**src/rtl/wb_commit_queue.sv**
```systemverilog
// Register-file write-back commit queue.
// Accepts up to two results per cycle (port 0 older than port 1) and holds
// them in program order in a small FIFO. It drains one regfile write per
// cycle and forwards pending values to the decode read ports.
module wb_commit_queue #(
  parameter int unsigned DEPTH = 4,
  parameter int unsigned XLEN  = 64
) (
  input  logic                     clk,
  input  logic                     rst,
  input  logic                     exe_i_valid,
  input  logic                     exe_i_reg_wen,
  input  logic [4:0]               exe_i_reg_rd,
  input  logic [XLEN-1:0]          exe_i_reg_data,
  input  logic                     mem_i_valid,
  input  logic                     mem_i_reg_wen,
  input  logic [4:0]               mem_i_reg_rd,
  input  logic [XLEN-1:0]          mem_i_reg_data,
  output logic                     wbq_o_ready,
  output logic                     write_back_o_reg_wen,
  output logic [4:0]               write_back_o_reg_rd,
  output logic [XLEN-1:0]          write_back_o_reg_data,
  input  logic [4:0]               decode_i_read_rs1,
  input  logic [4:0]               decode_i_read_rs2,
  output logic                     wbq_o_fwdA_hit,
  output logic [XLEN-1:0]          wbq_o_fwdA_data,
  output logic                     wbq_o_fwdB_hit,
  output logic [XLEN-1:0]          wbq_o_fwdB_data,
  output logic [$clog2(DEPTH):0]   wbq_o_count,
  output logic [63:0]              wbq_o_retire_cnt
);

  localparam int unsigned AW = $clog2(DEPTH);
  // Ready is held while there is room for a simultaneous dual push.
  localparam logic [AW:0] READY_MAX = (AW+1)'(DEPTH - 2);

  logic [4:0]      rd_q   [DEPTH];
  logic [4:0]      rd_d   [DEPTH];
  logic [XLEN-1:0] data_q [DEPTH];
  logic [XLEN-1:0] data_d [DEPTH];
  logic [AW-1:0]   head_q, head_d;
  logic [AW-1:0]   tail_q, tail_d;
  logic [AW-1:0]   slot1;
  logic [AW:0]     count_q, count_d;
  logic [63:0]     retire_q, retire_d;
  logic            ready;
  logic            push0, push1, pop;

  // Handshake, filtering and drain decisions for this cycle.
  always_comb begin
    ready = (count_q <= READY_MAX);
    push0 = !rst && exe_i_valid && ready && exe_i_reg_wen && (exe_i_reg_rd != '0);
    push1 = !rst && mem_i_valid && ready && mem_i_reg_wen && (mem_i_reg_rd != '0);
    pop   = !rst && (count_q != '0);
  end

  // Next-state for payload storage, pointers, occupancy and retire counter.
  always_comb begin
    rd_d   = rd_q;
    data_d = data_q;
    // Port 1 lands just behind port 0 when both enqueue.
    slot1  = tail_q + AW'(push0);
    if (push0) begin
      rd_d[tail_q]   = exe_i_reg_rd;
      data_d[tail_q] = exe_i_reg_data;
    end
    if (push1) begin
      rd_d[slot1]   = mem_i_reg_rd;
      data_d[slot1] = mem_i_reg_data;
    end
    tail_d   = tail_q + AW'(push0) + AW'(push1);
    head_d   = head_q + AW'(pop);
    count_d  = count_q + (AW+1)'(push0) + (AW+1)'(push1) - (AW+1)'(pop);
    retire_d = retire_q + 64'(pop);
  end

  // Control state with synchronous reset; reset discards pending entries.
  always_ff @(posedge clk) begin
    if (rst) begin
      head_q   <= '0;
      tail_q   <= '0;
      count_q  <= '0;
      retire_q <= '0;
    end else begin
      head_q   <= head_d;
      tail_q   <= tail_d;
      count_q  <= count_d;
      retire_q <= retire_d;
    end
  end

  // Payload storage; validity is defined by head/count, so no reset needed.
  always_ff @(posedge clk) begin
    rd_q   <= rd_d;
    data_q <= data_d;
  end

  // Head entry drives the regfile write port; idle port is all zeros.
  always_comb begin
    write_back_o_reg_wen  = pop;
    write_back_o_reg_rd   = pop ? rd_q[head_q]   : '0;
    write_back_o_reg_data = pop ? data_q[head_q] : '0;
  end

  // Forwarding: walk entries oldest to youngest so the youngest match wins.
  always_comb begin : fwd_search
    logic [AW-1:0] idx;
    wbq_o_fwdA_hit  = 1'b0;
    wbq_o_fwdA_data = '0;
    wbq_o_fwdB_hit  = 1'b0;
    wbq_o_fwdB_data = '0;
    idx             = '0;
    for (int unsigned i = 0; i < DEPTH; i++) begin
      idx = head_q + AW'(i);
      if ((AW+1)'(i) < count_q) begin
        if ((decode_i_read_rs1 != '0) && (rd_q[idx] == decode_i_read_rs1)) begin
          wbq_o_fwdA_hit  = 1'b1;
          wbq_o_fwdA_data = data_q[idx];
        end
        if ((decode_i_read_rs2 != '0) && (rd_q[idx] == decode_i_read_rs2)) begin
          wbq_o_fwdB_hit  = 1'b1;
          wbq_o_fwdB_data = data_q[idx];
        end
      end
    end
  end

  assign wbq_o_ready      = ready;
  assign wbq_o_count      = count_q;
  assign wbq_o_retire_cnt = retire_q;

endmodule

```
**config.mk**
```make
export PLATFORM = sky130hd
export DESIGN_NAME = wb_commit_queue
export DESIGN_NICKNAME = d
export VERILOG_FILES = /design/src/rtl/wb_commit_queue.sv
export SDC_FILE = /design/constraint.sdc
export NUM_CORES = 1
export LEC_CHECK = 0
export CAP_MARGIN = 20
export CORE_AREA = 10 10 269 271
export CTS_CLUSTER_DIAMETER = 80
export DETAILED_ROUTE_END_ITERATION = 12
export DIE_AREA = 0 0 279 281
export GPL_ROUTABILITY_DRIVEN = 0
export GPL_TIMING_DRIVEN = 1
export SYNTH_ARGS = -nofsm -noshare
export SYNTH_HDL_FRONTEND = slang
export SYNTH_SLANG_ARGS = --single-unit
```
**constraint.sdc**
```tcl
create_clock -name clk -period 4.2 [get_ports clk]
set_input_delay 0.63 -clock clk [delete_from_list [all_inputs] [get_ports clk]]
set_output_delay 0.63 -clock clk [all_outputs]
set_load 0.005 [all_outputs]
```
### Yosys cells after proc, flatten, opt, wreduce, memory -nomap -nowiden

Cells that the tools add are included.

* register bits: 347
* latch bits: 0
* bits in writable memories: 0
* bits in read-only memories: 0
* bits of input ports: 154
* output and inout bits: 268
* word-level logic and storage cells: 148
* memories kept: 0

* add/sub/neg operators: 10
* multipliers: 0
* div/mod/pow operators: 0
* $lt $le $gt $ge: 13
* eq/ne operators: 8
* shift operators: 0
* muxes and demuxes: 74
* bitwise logic cells: 6
* reduce and logical (&&, ||, !) cells: 25

Operator list (count)
* 64-bit 2-to-1 mux: 27
* 64-bit binary-select mux with 2-bit select: 4
* 256-bit bitwise mux: 2
* 256-bit 2-to-1 mux: 2
* 64-bit demux with 2-bit select: 2
* 64-bit by 1-bit adder with 64-bit output: 1
* 5-bit 2-to-1 mux: 11
* 5-bit binary-select mux with 2-bit select: 4
* 20-bit bitwise mux: 2
* 5-bit == test: 8
* 20-bit 2-to-1 mux: 2
* 5-bit demux with 2-bit select: 2
* 5-bit nonzero test: 4
* 1-bit logical AND: 19
* 3-bit >= comparator (second input constant): 6
* 2-bit inverter with 3-bit output: 6
* 1-bit 2-to-1 mux: 16
* 2-bit by 1-bit adder with 2-bit output: 3
* 3-bit by 1-bit adder with 3-bit output: 2
* 1-bit by 3-bit < comparator with 1-bit output (first input constant): 2
* 2-bit by 3-bit < comparator with 1-bit output (first input constant): 2
* 3-bit by 1-bit < comparator with 1-bit output (second input constant): 2
* 2-bit adder (second input constant): 2
* 3-bit by 2-bit <= comparator with 1-bit output (second input constant): 1
* 4 further kinds: 4

### Logic depth before layout (Yosys ltp)

Gate-level depths: netlist of run 1.

* depth after elaboration: 14
* depth in mapped cells: 13
* depth with buffers taken out: 12

### Worst setup path before layout of run 1

Ideal clock, no wire load.

* path kind: input port to flip-flop
* start point: input rst
* end point: register retire_q[60] (netlist: wbq_o_retire_cnt[60])
* setup time: 0.123 ns
* data arrival time: 3.183 ns
* data required time: 4.077 ns
* path slack: 0.893 ns
* cell stages on the path: 10
* path buffers: 1
* path through: nor2_1 clkbuf_1 ha_1 ha_1 nand4_1 nor2_1 nand4_1 nor3_1 nand4_1 mux2_1

* longest elaborated chain between the ends: 3

RTL lines
* from (decl): line 10 `input logic rst,`
* 1-bit logical NOT: line 54 `pop = !rst && (count_q != '0);`
* 1-bit logical AND: line 54
* net write_back_o_reg_wen: line 20 `output logic write_back_o_reg_wen,`
* 64-bit by 1-bit adder with 64-bit output: line 74 `retire_d = retire_q + 64'(pop);`
* to (signal assigned): line 88 `retire_q <= retire_d;`
* to (decl): line 45 `logic [63:0] retire_q, retire_d;`

The timed path passes the listed nets, and every way through them passes these cells.
A chain may end at the register's enable or synchronous reset.

### Final worst setup path of run 1

* start point: register head_q[0]
* end point: output wbq_o_fwdB_data[8]

* longest elaborated chain between the ends: 14
* elaborated cells between the ends (all ways): 47
* classes of those cells: 3 x add/sub; 4 x eq/ne; 32 x mux; 4 x bitwise; 4 x reduce/logical

RTL lines
* from (decl): line 41 `logic [AW-1:0] head_q, head_d;`
* from (signal assigned): line 80 `head_q <= '0;`
* from (signal assigned): line 85 `head_q <= head_d;`
* parallel branches: the longest is 13 deep, another holds 2-bit by 1-bit adder with 2-bit output
* 64-bit 2-to-1 mux (*): line 115 `if ((AW+1)'(i) < count_q) begin`
* to (decl): line 28 `output logic [XLEN-1:0] wbq_o_fwdB_data,`

Mark *: on every way between the ends. The select of a mux whose other input is x is not followed.

==> results of run 1 <==
## cell usage in the layout, fill, tap and decap left out, types with 75 or more instances in the layout
| master | Yosys | final |
|---|---|---|
| mux2i_1 | 344 | 344 |
| a21oi_1 | 138 | 138 |
| buf_4 | 3 | 108 |
| o21ai_0 | 310 | 309 |
| nand2_1 | 365 | 364 |
| dfxtp_1 | 347 | 345 |
| clkbuf_2 | 0 | 75 |
| clkdlybuf4s50_1 | 0 | 290 |
| mux4_2 | 148 | 148 |
| nor2_1 | 256 | 254 |
| nand4_1 | 82 | 82 |
## critical path, stage by stage (launching register included)
cell	delay, ns
dfxtp_4	0.42
buf_6	0.13
buf_6	0.09
mux4_2	0.51
buf_6	0.15
xnor2_4	0.22
nand3_4	0.12
or2_4	0.28
buf_12	0.16
buf_4	0.14
buf_8	0.13
a311o_1	0.35
a22o_1	0.22
buf_2	0.14
## sequential cells by signal, summed over array words and instances, names as in the netlist
| signal | cells |
|---|---|
| head_q | 2 |
| tail_q | 2 |
| wbq_o_retire_cnt | 64 |
| data_q | 256 |
| wbq_o_count | 3 |
| rd_q | 20 |
## per-stage QoR
step | power, mW | hold slack (ns) | area [sq um] | util [%]
6_report | 21.58 | 0.4986 | 35370 | 52.95
5_1_grt | 22.64 | 0.5496 | 35370 | 52.95
4_1_cts | 20.85 | 0.5025 | 34520 | 51.68
3_5_place_dp | 16.37 | 0.4948 | 32170 | 48.16
3_3_place_gp | 16.03 | 0.4814 | 32170 | 48.16
2_1_floorplan | 12.20 | 0.4743 | 26480 | -
## kinds of logic after synthesis
| family | count (synthesis) | share of synthesized area (%) |
|---|---|---|
| and+or+nand+nor | 1031 | 18.74 |
| AOI/OAI and AO/OA | 753 | 17.36 |
| muxes | 560 | 28.48 |
| DFF | 347 | 26.23 |
| buffers and inverters | 344 | 5.429 |
| xor gates and xnor gates | 91 | 3.223 |
| adders and majority gates | 10 | 0.5292 |
## worst max path at each step
stage / start / end / slack, ns / cells after the start
detailed placement: decode_i_read_rs1[1] / wbq_o_fwdA_data[1] / -0.14 / 10
global route: head_q[0]$_SDFF_PP0_ / wbq_o_fwdB_data[51] / -0.15 / 13
CTS: head_q[0]$_SDFF_PP0_ / wbq_o_fwdA_data[20] / -0.25 / 13
finish: head_q[0]$_SDFF_PP0_ / wbq_o_fwdB_data[8] / -0.08 / 13
floorplan: rst / wbq_o_retire_cnt[60]$_SDFF_PP0_ / 0.89 / 10
global placement: decode_i_read_rs1[1] / wbq_o_fwdA_data[33] / -0.11 / 9
## layout make-up
| cell class | count | area share (%) |
|---|---|---|
| inverters | 23 | 0.2511 |
| flip-flops and latches | 347 | 19.66 |
| clock inverters | 21 | 0.9445 |
| repair buffers | 649 | 19.18 |
| well taps | 873 | 3.088 |
| diodes | 21 | 0.1486 |
| clock buffers | 58 | 3.463 |
| multi-input cells | 2445 | 53.27 |
## where the power goes
group	total [mW]	switching, mW	leakage (nW)	internal, mW
combinational	11.8	6.41	9.96	5.40
sequential	5.64	1.18	2.85	4.46
clock	4.14	1.58	0.752	2.55
## timing repair
| item | CTS | global route |
|---|---|---|
| endpoints found under the setup margin | 153 | 128 |
| pin swaps | 20 | 51 |
| buffers inserted | 38 | 46 |
| gates cloned | 10 | 12 |
| gates resized for setup | 278 | 315 |
## routing by layer
layer | share of wire [%] | vias up | wire (um)
li1 | - | 12356 | -
met1 | 39 | 13203 | 44440
met2 | 46 | 1640 | 52990
met3 | 11 | 345 | 12140
met4 | 4.4 | 28 | 4995
met5 | 0.15 | - | 176
==> reports/metrics.yaml, run 1 <==
outcome: "finished with violations"
violations: "negative setup slack"
syn2layout_area_growth_pct: 33.58
finalClockSkew_ns: 0.02374
nets: 3674
grtUsageMet2_pct: 43.50
synth_area_sq_mm: 0.02648
cp-end-kind: "output port"
ir_drop_mv: 0.5238
max_slew.worst_pin.slew_ns: 0.8526
start_util_pct: 39.64
synth-edff-count: 0
grt_start_max_net_pins: 154
reg2reg_from: "wbq_o_count[0]$_SDFF_PP0_"
grt_usage_pct: 27.01
path_clk_slew_ns: 0.06
num-fill-cells: 5970
power.density_mw_per_mm2: 610.1
maxSlewViolCount: 0
multi_input_area_sq_mm: 0.01884
min_to: "wbq_o_retire_cnt[57]$_SDFF_PP0_"
rsz0062_at_grt: "true"
synthTopCellsByCount: "nand2_1 (365), dfxtp_1 (347), mux2i_1 (344)"
synth-async-reset-ratio_pct: 0
dr.pass1.iters: 7
cts_root_buf: "clkbuf_16"
drt_iter0_markers: 3152
dieArea_sq_mm: 0.07840
min_from: "wbq_o_retire_cnt[57]$_SDFF_PP0_"
place_ws_ns: -0.1433
synth_fp_nets: 3300
use_met1_pct: 33.15
cp_max_fo: 7
numCtsBuffers: 44
syn_area_per_cell_sq_um: 8.444
grt.busiest_layer: "met2"
ys.flop_type: "dfxtp_1"
vias: 27572
wl_per_cell_um: 25.86
grt_pass1_wl_um: 166700
maxCapViolations: 0
slew_headroom_pct: 43.16
fin_crit_sh_pct: 101.9
required_ns: 3.57
clock-sinks: 347
fmax_mhz: 233.6
io_buffers: 421
htree_levels: 2
cts_tree: "done"
yosysTopAreaCell: "dfxtp_1"
cts_hold_buf: 0
dieHeight_um: 281
drcViolationCount: 0
layout_setup_ws_ns: -0.08147
r2r_end: "wbq_o_retire_cnt[62]$_SDFF_PP0_"
design.core.area_sq_mm: 0.06680
synth.most_common_cell: "nand2_1"
worstHoldPathCells: 2
hold_class: "reg -> reg"
power_leakage_nw: 13.57
synth_top_cell_area_share_pct: 26.23
cts_buffer_depth: 3
antenna_found_initial: 36
grt-ovfl-total: 0
seq_area_frac_synth_pct: 26.23
synth.distinct_cells: 53
syn_inst: 3136
fp.dieW_um: 279
finalSetupTns_ns: -0.9129
io_pins: 422
synth_area_leaders: "dfxtp_1 (26%), mux2i_1 (13%), mux4_2 (13%)"
stdcell_count: 4437
post-route-min-period_ns: 4.281
worstSetupPathType: "reg -> out"
wl_um: 114700
ant_nets: 0
crit_path_start_kind: "register"
clock_latency_ns: 0.59
rr_worst_depth: 11
use_met3_pct: 7.000
regArea_sq_mm: 0.006954
ys_warn_count: 0
arrival_ns: 3.65
rrSetupSlack_ns: 0.68
dpl.hpwl_um: 73520
ys_ff_latch: 347
dpl.cell_count: 4235
fp-row-count: 95
avgViaCountPerCell: 6.214
grt_pass1_vias: 26838
finalSetupViolCount: 21
layout-drive-gt1-share_pct: 21.42
hold_viol: 0
Power figures use the tool's default switching activity.
==> run 2: changes to the inputs <==
--- a/config.mk
+++ b/config.mk
@@ -7,7 +7,7 @@
 export LEC_CHECK = 0
 export CAP_MARGIN = 20
 export CORE_AREA = 10 10 269 271
-export CTS_CLUSTER_DIAMETER = 80
+export CTS_CLUSTER_DIAMETER = 60
 export DETAILED_ROUTE_END_ITERATION = 12
 export DIE_AREA = 0 0 279 281
 export GPL_ROUTABILITY_DRIVEN = 0
==> run 2 against run 1 <==
Compared with the run above:
- the flow still finishes with violations (negative setup slack)
- sequential power barely moved
- first-iteration DRC count rose by 1.4%
- fmax fell by 0.56%
- global-route usage fell by 0.13 points
- wire length fell by 0.60%
- sequential cell count did not move
- clock skew rose by 0.0023 ns
- setup slack got worse by 0.024 ns
- via count barely moved
- highest routed layer unchanged
==> reports/metrics.yaml, run 2 (same netlist as run 1, synthesis figures left out) <==
outcome: "finished with violations"
violations: "negative setup slack"
design.core.area_sq_mm: 0.06680
cp_slowest_cell: "mux4_2"
io_pins: 422
cts_tree: "done"
cts_root_buf: "clkbuf_16"
cp_max_fo: 7
grt_usage_pct: 26.89
layout-drive-gt1-share_pct: 20.82
crit_family: "buffers and inverters"
hold_ws_ns: 0.5027
grt_pass1_vias: 26884
required_ns: 3.57
drt_iter0_markers: 3195
wl_um: 114100
dieHeight_um: 281
wl_per_cell_um: 25.82
fin_crit_sh_pct: 102.5
maxSlewViolCount: 0
hold_class: "reg -> reg"
crit_path_start_kind: "register"
grt_start_max_net_pins: 154
final_cell_mix: "nand2_1 (364), dfxtp_1 (345), mux2i_1 (344)"
grt_pass1_wl_um: 166000
fp-row-count: 95
path_buf_inv: 6
rsz0062_at_grt: "true"
start_util_pct: 39.64
arrival_ns: 3.68
final_common_cell: "nand2_1"
grt-ovfl-total: 0
cp_common_cell: "buf_6"
layout_setup_ws_ns: -0.1055
dr.pass1.iters: 8
hold_viol: 0
finalClockSkew_ns: 0.02606
cts_hold_buf: 0
power_leakage_nw: 13.44
max_slew.worst_pin.slew_ns: 0.8841
avgViaCountPerCell: 6.244
dpl.hpwl_um: 73520
worstPathCellList: "buf_6, buf_6, mux4_2, nor3_4, o22ai_4, or2_4, buf_12, buf_16, buf_6, a311o_1, a22o_1, buf_2"
drcViolationCount: 0
slew_headroom_pct: 41.06
slowest_delay_ns: 0.58
fp.dieW_um: 279
dieArea_sq_mm: 0.07840
ir_drop_mv: 0.5130
maxCapViolations: 0
numCtsBuffers: 46
cp-end-kind: "output port"
fmax_mhz: 232.3
worstSetupPathType: "reg -> out"
vias: 27578
clock-sinks: 347
finalSetupViolCount: 29
largest_reg_flops: 256
ant_nets: 0
cts_buffer_depth: 3
nets: 3654
io_buffers: 421
antenna_found_initial: 34
post-route-min-period_ns: 4.306
place_ws_ns: -0.1433
power.density_mw_per_mm2: 617.6
htree_levels: 2
finish.instance_area_sq_mm: 0.03514
syn2layout_area_growth_pct: 32.71
largest-register: "data_q"
clock_latency_ns: 0.59
path_clk_slew_ns: 0.06
placed_cell_area_sq_mm: 0.03217
## run 2: tightest hold or removal path, cell delays in order, from the launching register on
cell     delay (ns)
dfxtp_1        0.32
o21ai_0        0.07
a21oi_1        0.06
## run 2: report_power, final
group / leakage, nW / switching [mW] / internal (mW)
Sequential: 2.85 / 1.18 / 4.46
Clock: 0.835 / 1.61 / 2.77
Combinational: 9.75 / 6.37 / 5.32
## run 2: final timing paths
kind	startpoint	end	depth (start not counted)	slack, ns
hold / removal	wbq_o_retire_cnt[57]$_SDFF_PP0_	wbq_o_retire_cnt[57]$_SDFF_PP0_	2	0.50
hold reg to reg	wbq_o_retire_cnt[57]$_SDFF_PP0_	wbq_o_retire_cnt[57]$_SDFF_PP0_	2	0.50
setup / recovery	head_q[0]$_SDFF_PP0_	wbq_o_fwdB_data[3]	12	-0.11
setup reg to reg	wbq_o_count[0]$_SDFF_PP0_	wbq_o_retire_cnt[62]$_SDFF_PP0_	11	0.73
## run 2: what timing repair did
| item | CTS | global route |
|---|---|---|
| gates resized for setup | 300 | 261 |
| endpoints found under the setup margin | 155 | 122 |
| pin swaps | 18 | 74 |
| cloned | 11 | 11 |
| buffers inserted | 33 | 27 |
## run 2: layout make-up
class / instances / area (sq um)
well taps: 873 / 1092
clock inverters: 28 / 415.4
multi-input cells: 2445 / 18720
diodes: 19 / 47.55
repair buffers: 627 / 6559
flip-flops and latches: 347 / 6954
clock buffers: 55 / 1266
inverters: 23 / 88.84
fillers: 6022 / 31660
## run 2: per-layer routing
| layer | global-route usage [%] | up-vias | wire, um |
|---|---|---|---|
| li1 | - | 12337 | - |
| met1 | 32.67 | 13256 | 43790 |
| met2 | 42.98 | 1639 | 53160 |
| met3 | 7.414 | 316 | 11900 |
| met4 | 14.07 | 30 | 5028 |
| met5 | 0 | - | 188 |
## run 2: per-stage QoR
stage	cells	TNS (ns)	total power, mW	util, %
after floorplan	3136	0	12.20	-
after global placement	4235	-2.005	16.03	48.16
after detailed placement	4235	-3.882	16.37	48.16
after CTS	4361	-1.366	21.07	51.73
after global routing	4417	-6.105	22.78	52.61
final	4417	-1.636	21.70	52.61
